--- config.mk ---
export PLATFORM = sky130hd
export DESIGN_NAME = stump_demux16bit_stream
export DESIGN_NICKNAME = d
export VERILOG_FILES = /design/src/rtl/stump_stream_pkg.sv /design/src/rtl/stump_stream_slot.sv /design/src/rtl/stump_demux16bit_stream.sv
export SDC_FILE = /design/constraint.sdc
export NUM_CORES = 1
export LEC_CHECK = 0
export ABC_AREA = 1
export CAP_MARGIN = 25
export CORE_MARGIN = 8
export CORE_UTILIZATION = 29
export DETAILED_ROUTE_END_ITERATION = 8
export PLACE_DENSITY_LB_ADDON = 0.12
export SLEW_MARGIN = 20
export SYNTH_ARGS = -nofsm -noshare
export SYNTH_HDL_FRONTEND = slang
export SYNTH_SLANG_ARGS = --single-unit
--- constraint.sdc ---
create_clock -name clk -period 1.95 [get_ports clk]
set_clock_uncertainty 0.05 [all_clocks]
set_input_delay 0.585 -clock clk [delete_from_list [all_inputs] [get_ports clk]]
set_output_delay 0.585 -clock clk [all_outputs]
set_load 0.02 [all_outputs]
--- src/rtl/stump_stream_pkg.sv ---
// Shared definitions for the Stump stream demultiplexer slice.
// Holds the default data and counter widths and the destination select
// encodings. The select values match the S input of the Stump 2-to-1
// datapath mux: S=0 picks D0, S=1 picks D1.
package stump_stream_pkg;

    localparam int unsigned STUMP_WIDTH = 16;
    localparam int unsigned STUMP_CNT_W = 8;

    localparam logic SEL_D0 = 1'b0;
    localparam logic SEL_D1 = 1'b1;

endpackage : stump_stream_pkg

--- src/rtl/stump_stream_slot.sv ---
// One-entry output register stage with a valid/ready handshake and a
// delivered-word counter.
//
// Ports:
//   clk, rst    - rising-edge clock, asynchronous active-high reset
//   load        - write load_data into the slot on this edge
//   load_data   - word to capture
//   slot_data   - registered slot contents
//   slot_valid  - slot holds a word
//   slot_ready  - consumer accepts the word this cycle
//   slot_count  - words delivered (valid & ready edges), wraps
//   can_load    - slot can take a word this cycle (empty or draining)
module stump_stream_slot
    import stump_stream_pkg::*;
#(
    parameter int unsigned WIDTH = STUMP_WIDTH,
    parameter int unsigned CNT_W = STUMP_CNT_W
) (
    input  logic             clk,
    input  logic             rst,
    input  logic             load,
    input  logic [WIDTH-1:0] load_data,
    output logic [WIDTH-1:0] slot_data,
    output logic             slot_valid,
    input  logic             slot_ready,
    output logic [CNT_W-1:0] slot_count,
    output logic             can_load
);

    logic drain;

    assign drain    = slot_valid & slot_ready;
    // A draining slot can be refilled on the same edge, which keeps one
    // word per cycle flowing through a channel.
    assign can_load = ~slot_valid | slot_ready;

    always_ff @(posedge clk or posedge rst) begin
        if (rst) begin
            slot_data  <= '0;
            slot_valid <= 1'b0;
        end else if (load) begin
            slot_data  <= load_data;
            slot_valid <= 1'b1;
        end else if (drain) begin
            slot_valid <= 1'b0;
        end
    end

    // Counts deliveries only; a refill on the same edge does not matter.
    always_ff @(posedge clk or posedge rst) begin
        if (rst) begin
            slot_count <= '0;
        end else if (drain) begin
            slot_count <= slot_count + CNT_W'(1);
        end
    end

endmodule : stump_stream_slot

--- src/rtl/stump_demux16bit_stream.sv ---
// Registered 1-to-2 stream demultiplexer: the inverse of the Stump 16-bit
// 2-to-1 datapath select. Each accepted word is steered by in_sel into one
// of two independent one-entry output slots.
//
// Ports:
//   clk, rst                 - rising-edge clock, async active-high reset
//   in_data, in_sel          - word and destination (0 -> ch0, 1 -> ch1)
//   in_valid, in_ready       - producer handshake; in_ready depends only on
//                              the selected slot's state, not on in_valid
//   out0_data/valid/ready    - channel 0 slot and consumer handshake
//   out1_data/valid/ready    - channel 1 slot and consumer handshake
//   out0_count, out1_count   - words delivered per channel, wrapping
module stump_demux16bit_stream
    import stump_stream_pkg::*;
#(
    parameter int unsigned WIDTH = STUMP_WIDTH,
    parameter int unsigned CNT_W = STUMP_CNT_W
) (
    input  logic             clk,
    input  logic             rst,
    input  logic [WIDTH-1:0] in_data,
    input  logic             in_sel,
    input  logic             in_valid,
    output logic             in_ready,
    output logic [WIDTH-1:0] out0_data,
    output logic             out0_valid,
    input  logic             out0_ready,
    output logic [WIDTH-1:0] out1_data,
    output logic             out1_valid,
    input  logic             out1_ready,
    output logic [CNT_W-1:0] out0_count,
    output logic [CNT_W-1:0] out1_count
);

    logic can_load0;
    logic can_load1;
    logic xfer;
    logic load0;
    logic load1;

    // Only the selected slot gates acceptance, so a stalled channel never
    // blocks words bound for the other one.
    always_comb begin
        in_ready = can_load0;
        if (in_sel == SEL_D1) begin
            in_ready = can_load1;
        end
    end

    assign xfer  = in_valid & in_ready;
    assign load0 = xfer & (in_sel == SEL_D0);
    assign load1 = xfer & (in_sel == SEL_D1);

    stump_stream_slot #(
        .WIDTH (WIDTH),
        .CNT_W (CNT_W)
    ) u_slot0 (
        .clk        (clk),
        .rst        (rst),
        .load       (load0),
        .load_data  (in_data),
        .slot_data  (out0_data),
        .slot_valid (out0_valid),
        .slot_ready (out0_ready),
        .slot_count (out0_count),
        .can_load   (can_load0)
    );

    stump_stream_slot #(
        .WIDTH (WIDTH),
        .CNT_W (CNT_W)
    ) u_slot1 (
        .clk        (clk),
        .rst        (rst),
        .load       (load1),
        .load_data  (in_data),
        .slot_data  (out1_data),
        .slot_valid (out1_valid),
        .slot_ready (out1_ready),
        .slot_count (out1_count),
        .can_load   (can_load1)
    );

endmodule : stump_demux16bit_stream

[Word-level counts from Yosys, hierarchy flattened]
Index checks and enable logic that the tools add are counted.
Cells by class
  add/subtract/negate cells: 2
  muxes and demuxes: 5
  bitwise logic cells: 10
  reduce and logical (&&, ||, !) cells: 2
Operator list (count)
  $add A8 B1 Y8 const B: 2
  $and A1 B1 Y1: 5
  $mux W1: 5
  $reduce_bool A2 Y1: 2
  $not A1 Y1: 3
  $or A1 B1 Y1: 2
Storage, ports and cells
  bits in registers: 50

[Longest topological paths before layout]
Gate-level depths: netlist (run 1).
  depth in word-level cells: 6
  depth in mapped cells: 6

[By module]
A second synthesis (run 1) with hierarchy kept.
Unflattened totals
  cells, all modules: 247
  area, all modules: 2130.8 µm²
Modules (own cells, without submodules)
  stump_stream_slot: times used 2, cells an instance 120, area each 1049.8 µm²
  stump_demux16bit_stream: times used 1, cells an instance 7, area each 31.3 µm²

[Worst setup path after synthesis (run 1)]
OpenSTA, ideal clock, no wires.
  kind: input-to-output
  from: input port out0_ready
  to: output port in_ready
  arrival time: 1084 ps
  required time: 1315 ps
  slack: 231 ps
  cell stages on the path: 4
  cells stage by stage: inv_2 > nand2_4 > nor2_1 > a31oi_1
On the way
  word-level cells in the longest chain between the ends: 2
Ends and longest elaborated chain
  start: declaration: RTL line stump_demux16bit_stream.sv:27  | input logic out0_ready,
  $or A1 B1 Y1: RTL line stump_stream_slot.sv:35  | assign can_load = ~slot_valid | slot_ready;
  $mux W1: RTL line stump_demux16bit_stream.sv:45  | if (in_sel == SEL_D1) begin
  end: declaration: RTL line stump_demux16bit_stream.sv:24  | output logic in_ready,
Every way passes these cells.

[Worst setup path after layout (run 1)]
  from: register u_slot0.slot_data[15]
  to: output port out0_data[15]
RTL lines
  start: declaration: RTL line stump_stream_slot.sv:23  | output logic [WIDTH-1:0] slot_data,
  start signal: assignment: RTL line stump_stream_slot.sv:42  | slot_data <= load_data;
  end: declaration: RTL line stump_demux16bit_stream.sv:25  | output logic [WIDTH-1:0] out0_data,
No word-level cell between the ends.

==> results of run 1 <==
worst paths after layout:
| kind | cells after the start | slack (ns) | endpoint | startpoint |
|---|---|---|---|---|
| min in group asynchronous | 3 | 0.59 | u_slot1.slot_count[0] | rst |
| worst min register to register | 2 | 0.43 | u_slot0.slot_data[4] | u_slot0.slot_data[4] |
| worst max register to register | 6 | 0.69 | u_slot0.slot_count[4] | u_slot0.slot_count[0] |
| worst max-delay path | 1 | 0.04 | out0_data[15] | u_slot0.slot_data[15] |
| worst min-delay path | 2 | 0.43 | u_slot0.slot_data[4] | u_slot0.slot_data[4] |
| max in group asynchronous | 3 | 1.01 | u_slot1.slot_count[7] | rst |
power groups by stage:
stage / Sequential, mW / Combinational (mW) / Clock, mW
floorplan: 1.75 / 0.422 / 0
global route: 1.49 / 1.33 / 0.688
finish: 1.45 / 1.21 / 0.616
detailed placement: 1.49 / 1.34 / 0
global placement: 1.48 / 1.33 / 0
CTS: 1.46 / 1.26 / 0.652
metal layers:
metal / track usage / wire, um / vias to the layer above
met4: 0.0279 / 60 / 0
li1: - / - / 857
met2: 0.145 / 2250 / 45
met3: 0.0483 / 470 / 6
met5: 0 / 0 / -
met1: 0.111 / 2140 / 781
what timing repair did:
action                     4_1_cts  5_1_grt
gates resized for setup         26       27
setup buffers                    0        0
pin swaps                        0        1
setup endpoints to repair       19       25
cells by family after synthesis:
family / synth area share
and+or+nand+nor: 0.193
DFF: 0.557
buffers and inverters: 0.0785
AOI/OAI and AO/OA: 0.128
xor gates and xnor gates: 0.0234
muxes: 0.0100
adders and majority gates: 0.0111
final cells by class:
cell class / count / area (sq um) / area share
multi-input combinational: 134 / 820 / 0.249
sequential: 50 / 1250 / 0.381
inverter: 29 / 109 / 0.0331
clock inverter: 1 / 5.00 / 0.00152
clock buffer: 7 / 86.3 / 0.0263
timing repair buffer: 83 / 890 / 0.271
tap: 102 / 128 / 0.0388
sequential cells by signal, indices dropped and copies added, names as in the netlist:
name                cells
u_slot0.slot_count      8
u_slot1.slot_count      8
u_slot1.slot_valid      1
u_slot0.slot_data      16
u_slot1.slot_data      16
u_slot0.slot_valid      1
through the flow:
stage	std cells	util	power [mW]	hold WS, ns	instance area (sq um)
CTS	406	0.424	3.37	0.444	3220
floorplan	219	-	2.17	0.535	2250
detailed placement	398	0.415	2.83	0.421	3160
finish	406	0.432	3.28	0.431	3290
global placement	398	0.415	2.81	0.416	3160
global route	406	0.432	3.51	0.464	3290
layout by cell type (no fill, tap or decap):
master,count
nand3b_1,5
nand2_1,62
xor2_1,4
nand2_4,1
clkdlybuf4s15_1,1
nand4_1,2
inv_2,3
clkbuf_1,1
clkbuf_8,6
dlygate4sd2_1,19
nor2_2,2
o21ai_2,32
nand2_2,4
a31oi_1,1
nand3b_4,1
clkinv_2,1
nor2_4,1
nor2_1,6
nand3_4,1
buf_4,8
nand3_1,6
inv_1,26
dfrtp_1,50
dlymetal6s2s_1,25
xnor2_1,2
ha_1,2
mux2_2,2
buf_12,4
clkdlybuf4s50_1,26
==> metrics.md, run 1 <==
| Metric | Value |
|---|---|
| Status | completed |
| RSZ-0062 raised after global routing | no |
| Max Slew Vio Count | 0 |
| FMAX | 524 MHz |
| Critical path class | flop to output pin |
| Total overflow reported by the global router | 0 |
| Clk sinks | 50 |
| Pre-CTS WS | -0.658 ns |
| Placeable Area | 0.00761 sq mm |
| Gr usage total | 0.0939 |
| Unique masters post-synth | 21 |
| Cell taking the most area after synthesis | dfrtp_1 |
| CP max stage delay | 0.61 ns |
| Synth async-reset ratio | 1.00 |
| Top cells by count, synth | nand2_1, dfrtp_1, o21ai_2, inv_1 |
| Vias in the first global route | 1732 |
| Hold WC Path Type | flop to flop |
| CTS Hold Buffers Added | 0 |
| CP max FO | 2 |
| Fill count | 767 |
| DR WL/cell | approximately 12 um |
| Worst path bufs/invs | 1 |
| Worst-Margin Slew | 0.280 ns |
| First-pass GRT wire length | roughly 8500 um |
| Cell-internal power | 2.09 mW |
| Drt first-iter violations | 35 |
| Main area contributors after synthesis | dfrtp_1, o21ai_2, nand2_1, inv_1, buf_6 |
| Relative slew slack | 0.813 |
| TritonCTS clock tree | done |
| Post-Syn Nets | 243 |
| H-tree depth | 2 |
| Initial antenna violation count | 0 |
| Comb power frac | 0.369 |
| Setup violations, final | 0 |
| Setup TNS | 0 ns |
| Reg power frac | 0.443 |
| Clock Path Buffers | 2 |
| Peak supply drop | 0.402 mV |
| Routability congestion estimate | 0.719 |
| Post-Syn Instances | 219 |
| CP endpoint kind | output pin |
| Hold Fails Final Rpt | 0 |
| Total Nets Final | roughly 330 |
| CTS root buf | clkbuf_8 |
| Drt pass-1 iters | 4 |
| Post-DRT Antenna Nets | 0 |
| Clock latency on the worst-skew pair | 0.29 ns |
| Switching Share | 0.363 |
| IO Count | 73 |
| Sequential area share after synthesis | 0.557 |
| CTS buffer count | 5 |
| Netlist Area Pre-Place | 0.00225 sq mm |
| Starting Density | 0.295 |
| Most common cell in the netlist | nand2_1 |
| Crit path time final | between 1.5 and 2 ns |
| Worst-path clk slew | approximately 0.090 ns |
| DRC errors left | 0 |
| Top FF cell, synth | dfrtp_1 |
| Die width | 104 um |
| Die ar. | between 0.01 and 0.015 sq mm |
| Post-synth EDFFs | 0 |
| Die Y | between 100 and 150 um |
| Worst path slowest cell | clkdlybuf4s50_1 |
| Delay-heaviest family, CP | buffers and inverters |
| Lkg Pwr | 1.85 nW |
| Yosys top cell area share | 0.557 |
| Switch Pwr | about 1.2 mW |
| Pwr/cell area | 999 mW/mm^2 |
| Worst Path Arrival | around 1.3 ns |
| Data required time of the worst path | 1.31 ns |
| Final period utilization | 0.980 |
| Vias | 1689 |
| Clock Power Share | 0.188 |
| Setup crit start kind | flop |
| Vias per cell | between 4 and 5 |
| Site Rows | 32 |
| MaxCap Viol Count | 0 |
| Number of antenna diodes | 0 |
| DP Wirelength | between 3000 and 4000 um |
| Layout cell share with drive strength beyond 1 | 0.217 |
| Largest net degree at the start of global routing | 51 |
| Layout overhead on the synthesized area | 46.3% |
| FF+latch count, synth | 50 |
| PortBufs | a little over 70 |
| Synth Area per Inst | 10.3 sq um |
| Final Worst Setup Slack | 0.0398 ns |
| Post-Route WL | 4930 um |
| Synth warnings | 0 |
| Cell Chain, Critical Path | clkdlybuf4s50_1 |
Note: power is estimated with default switching activity, not from simulation.
==> run 2: changes to the inputs <==
Settings changed: SLEW_MARGIN 20 to unset.
==> results of run 2 <==
Final layout, timing and power as in run 1 (identical DEF).
==> run 3: changes to the inputs <==
Settings changed: GPL_ROUTABILITY_DRIVEN set to 0.
==> results of run 3 <==
Final layout, timing and power as in run 1 (identical DEF).
==> edit 1 (flow settings as in run 1) <==
The package constant `STUMP_WIDTH` goes from 16 to 18.
--- a/src/rtl/stump_stream_pkg.sv
+++ b/src/rtl/stump_stream_pkg.sv
@@ -4,7 +4,7 @@
 // datapath mux: S=0 picks D0, S=1 picks D1.
 package stump_stream_pkg;
 
-    localparam int unsigned STUMP_WIDTH = 16;
+    localparam int unsigned STUMP_WIDTH = 18;
     localparam int unsigned STUMP_CNT_W = 8;
 
     localparam logic SEL_D0 = 1'b0;
Interface: changed (resized in_data, out0_data and out1_data); port bits go from 73 to 79. No check against the original RTL was run, so the function may have changed too.
==> edit 1 against run 1 <==
  * Synthesized area increased by 6.0%
  * Worst hold slack better by 0.0046 ns
  * Maximum frequency rose by 0.12%
  * Global-route usage is 0.18 points higher
  * Total power rose by 5.3%
  * Register-to-register slack better by 0.02 ns
  * Cell count is 5.7% higher
  * Wire length rose by 7.3%
  * Die area increased by 5.1%
  * Sequential share of layout area up 0.42 points
  * Sequential cell count is 4 higher
  * Final area grew 6.8%
  * Setup slack improved by 0.0023 ns
  * Largest power group unchanged
==> edit 1: results (changes against run 1) <==
| Metric | Value |
|---|---|
| Status | `completed (unchanged)` |
| Worst Setup SP | `u_slot1.slot_data[11]$_DFFE_PP0P_ (was u_slot0.slot_data[15]$_DFFE_PP0P_)` |
| Initial DRC Count | `77 (was 35)` |
| CTS resizes | `31 (was 26)` |
| R2r setup slk | `0.71 ns (was 0.69 ns)` |
| DP Area | `3380 µm² (was 3160 µm²)` |
| Dpl cells | `421 (was 398)` |
| First-pass GRT wire length | `8.83 mm (was 8.48 mm)` |
| Yosys cell types | `18 (was 21)` |
| Port bufs | `78 (was 72)` |
| Via density | `4.14 (was 4.16)` |
| Wl on met1 | `2.36 mm (was 2.14 mm)` |
| Hold Path End | `u_slot0.slot_data[11]$_DFFE_PP0P_ (was u_slot0.slot_data[4]$_DFFE_PP0P_)` |
| Met2 WL | `2.38 mm (was 2.25 mm)` |
| Worst slack, placed | `-0.655 ns (was -0.658 ns)` |
| Routability cong. | `0.690 (was 0.719)` |
| Synth Net Count | `258 (was 243)` |
| Seq/Total Area, Yosys | `56.7% (was 55.7%)` |
| Pleak | `2.00 nW (was 1.85 nW)` |
| Post-detail-place hpwl | `3.84 mm (was 3.63 mm)` |
| Global-route track usage on met1 | `11.2% (was 11.1%)` |
| DR WL/cell | `12.3 µm (was 12.1 µm)` |
| Hold wc startpoint | `u_slot0.slot_data[11]$_DFFE_PP0P_ (was u_slot0.slot_data[4]$_DFFE_PP0P_)` |
| Worst VDD drop | `0.309 mV (was 0.402 mV)` |
| Pin count of the biggest net entering global routing | `55 (was 51)` |
| Synthesized instance count | `232 (was 219)` |
| GR Util met3 | `4.08% (was 4.83%)` |
| Met2 usage | `15.2% (was 14.5%)` |
-- edit 1: cell count changes after synthesis --
cell / change
nand2_1: +6
nand3_1: +1
nand2_4: -1
inv_1: +1
nand4_1: -2
nor2_1: +1
o21ai_2: +4
nor2_4: -1
dfrtp_1: +4
-- edit 1: power groups by stage --
stage          Clock [mW]  Sequential (mW)  Combinational (mW)
2_1_floorplan           0             1.86               0.427
3_3_place_gp            0             1.58                1.39
3_5_place_dp            0             1.59                1.40
4_1_cts             0.693             1.56                1.31
5_1_grt             0.724             1.59                1.38
6_report            0.647             1.55                1.26
-- edit 1: final cells by class --
| type | count | area (µm²) |
|---|---|---|
| inverter | 30 | 113 |
| tap | 105 | 131 |
| clock buffer | 6 | 82.6 |
| sequential | 54 | 1350 |
| multi-input combinational | 142 | 851 |
| clock inverter | 2 | 12.5 |
| fill | 845 | 4580 |
| timing repair buffer | 90 | 971 |
-- edit 1: worst min-delay path: stages, from the launching register on --
cell     delay [ns]
dfrtp_1        0.35
nand2_1        0.06
o21ai_2        0.04
==> edit 2 (config.mk and constraints of run 1) <==
Made on the original files. Put a register stage on the output `out0_count`. The value now appears one clock later. The other outputs are not delayed to match.
--- a/src/rtl/stump_demux16bit_stream.sv
+++ b/src/rtl/stump_demux16bit_stream.sv
@@ -32,6 +32,8 @@
     output logic [CNT_W-1:0] out1_count
 );
 
+    logic [CNT_W-1:0] out0_count_d;
+
     logic can_load0;
     logic can_load1;
     logic xfer;
@@ -62,7 +64,7 @@
         .slot_data  (out0_data),
         .slot_valid (out0_valid),
         .slot_ready (out0_ready),
-        .slot_count (out0_count),
+        .slot_count (out0_count_d),
         .can_load   (can_load0)
     );
 
@@ -81,5 +83,9 @@
         .can_load   (can_load1)
     );
 
+    always_ff @(posedge clk) begin
+        out0_count <= out0_count_d;
+    end
+
 endmodule : stump_demux16bit_stream
 
Function: changed (Yosys sat finds a counterexample within 4 cycles, from zero or initial values and one cycle with rst high).
==> edit 2 against run 1 <==
  * Setup slack improved by 0.030 ns
  * Total power grew 25%
  * Cell count rose by 5.9%
  * Register-to-register slack better by 0.05 ns
  * Sequential cell count rose by 8
  * Synthesized area grew 5.9%
  * Count of clock-buffer cells in the layout increased by 5
  * Worst hold slack got worse by 0.075 ns
  * Final area up 8.0%
  * Global-route usage grew 0.90 points
  * Via count grew 4.1%
  * Wire length up 7.4%
  * Largest cell class unchanged
  * Largest power group unchanged
==> edit 2: results (changes against run 1) <==
| Metric | Value |
|---|---|
| Routability cong. | `0.701 (was 0.719)` |
| Ys Warns | `0 (unchanged)` |
| First-pass GRT wire length | `9.31 mm (was 8.48 mm)` |
| Global route total overflow | `0 (unchanged)` |
| Yosys cell types | `22 (was 21)` |
| Slew headroom | `78.7% (was 81.3%)` |
| Fin nets | `344 (was 327)` |
| Vias in the first global route | `1,881 (was 1,732)` |
| Drt first pass iters | `4 (unchanged)` |
| Top post-synthesis cells by area | `dfrtp_1 53%, o21ai_2 10%, nand2_1 9.6% (was dfrtp_1 56%, o21ai_2 12%, nand2_1 10%)` |
| Layout cell share with drive strength beyond 1 | `21.5% (was 21.7%)` |
| Via density | `4.09 (was 4.16)` |
| CP arrival | `1.24 ns (was 1.28 ns)` |
| Post-detail-place hpwl | `3.95 mm (was 3.63 mm)` |
| Ys async rst share | `86.2% (was 100%)` |
| Worst VDD drop | `0.413 mV (was 0.402 mV)` |
| Pleak | `1.84 nW (was 1.85 nW)` |
| Synth Net Count | `252 (was 243)` |
| Clk_lat worst skew | `0.33 ns (was 0.29 ns)` |
| Family with the most delay on the worst path | `buffers and inverters (unchanged)` |
| Antenna violations before repair | `0 (unchanged)` |
| Initial DRC Count | `63 (was 35)` |
| H-tree level count | `3 (was 2)` |
| Max clock buf depth | `2 (unchanged)` |
| Diodes inserted | `0 (unchanged)` |
| Status | `completed (unchanged)` |
| Top post-synthesis cells by count | `61 x nand2_1, 50 x dfrtp_1, 33 x inv_1 (was 62 x nand2_1, 50 x dfrtp_1, 32 x o21ai_2)` |
| Pin count of the biggest net entering global routing | `34 (was 51)` |
| Total track usage | `10.3% (was 9.39%)` |
| Setup Buffers After CTS | `0 (unchanged)` |
| Max incr delay on CP | `0.60 ns` |
| TritonCTS Buffers | `9 (was 5)` |
| DR WL/cell | `12.3 µm (was 12.1 µm)` |
| Crit Path Max Fanout | `1 (was 2)` |
| Port bufs | `72 (unchanged)` |
| Power Internal | `2.82 mW (was 2.09 mW)` |
| Worst-path clk slew | `0.07 ns (was 0.09 ns)` |
| Seq/Total Area, Yosys | `59.3% (was 55.7%)` |
## edit 2: cell types whose count changed after synthesis, moves of 2 or more
cell and change:
dfxtp_1 +8, inv_1 +5, nand2_2 -3, nand3_2 +2, nand3b_1 -3, nor2_1 +3
o21ai_1 +5, o21ai_2 -4
## edit 2: final timing paths
check / from / to / slack (ns) / depth (start not counted)
min reg2reg: u_slot0.slot_count[2]$_DFFE_PP0P_ / out0_count[2]$_DFF_P_ / 0.36 / 0
max: out0_count[1]$_DFF_P_ / out0_count[1] / 0.07 / 1
max reg2reg: u_slot1.slot_valid$_DFFE_PP0P_ / u_slot1.slot_data[12]$_DFFE_PP0P_ / 0.74 / 6
min in group asynchronous: rst / u_slot0.slot_data[6]$_DFFE_PP0P_ / 0.48 / 2
max in group asynchronous: rst / u_slot0.slot_data[14]$_DFFE_PP0P_ / 0.97 / 3
min: u_slot0.slot_count[2]$_DFFE_PP0P_ / out0_count[2]$_DFF_P_ / 0.36 / 0
## edit 2: layer usage
layer	track usage, %	share of wire [%]	up-vias
met3	5.34	11	10
met1	12.2	45	798
met4	5.43	1.5	0
li1	-	-	895
met5	0	0	-
met2	14.9	42	55
## edit 2: metrics by stage
step | cell area [µm²] | instances | setup WS [ns]
final | 3550 | 430 | 0.0700
after global routing | 3550 | 430 | 0.00880
after CTS | 3540 | 430 | -0.116
after detailed placement | 3350 | 414 | -0.665
after global placement | 3350 | 414 | -0.644
after floorplan | 2380 | 228 | 0.114
## edit 2: cells by family (layout without fill, tap and decap cells)
logic type | count (synthesis) | count (layout) | synth area share [%]
AOI/OAI and AO/OA | 35 | 35 | 11.8
xor gates and xnor gates | 7 | 7 | 2.58
adders and majority gates | 2 | 2 | 1.05
buffers and inverters | 39 | 136 | 8.04
DFF | 58 | 58 | 59.3
muxes | 2 | 2 | 0.946
and+or+nand+nor | 85 | 85 | 16.2
## edit 2: power groups by stage
stage	Combinational [mW]	Sequential [mW]	Clock, mW
after detailed placement	1.27	1.70	0
final	1.14	1.67	1.29
after global placement	1.26	1.70	0
after global routing	1.26	1.72	1.38
after floorplan	0.390	1.94	0
after CTS	1.17	1.68	1.34
## edit 2: cell type report
type / count / area (µm²)
multi-input cells: 131 / 777
well taps: 105 / 131
fillers: 828 / 4540
flip-flops and latches: 58 / 1410
inverters: 33 / 124
repair buffers: 87 / 870
clock inverters: 4 / 72.6
clock buffers: 12 / 165
## edit 2: repair_timing
action                     4_1_cts  5_1_grt
setup endpoints to repair       39        5
hold buffers                     0        0
pin swaps                        0        1
gates resized for setup         46        7
hold endpoints to repair         0        0
gates cloned                     0        0
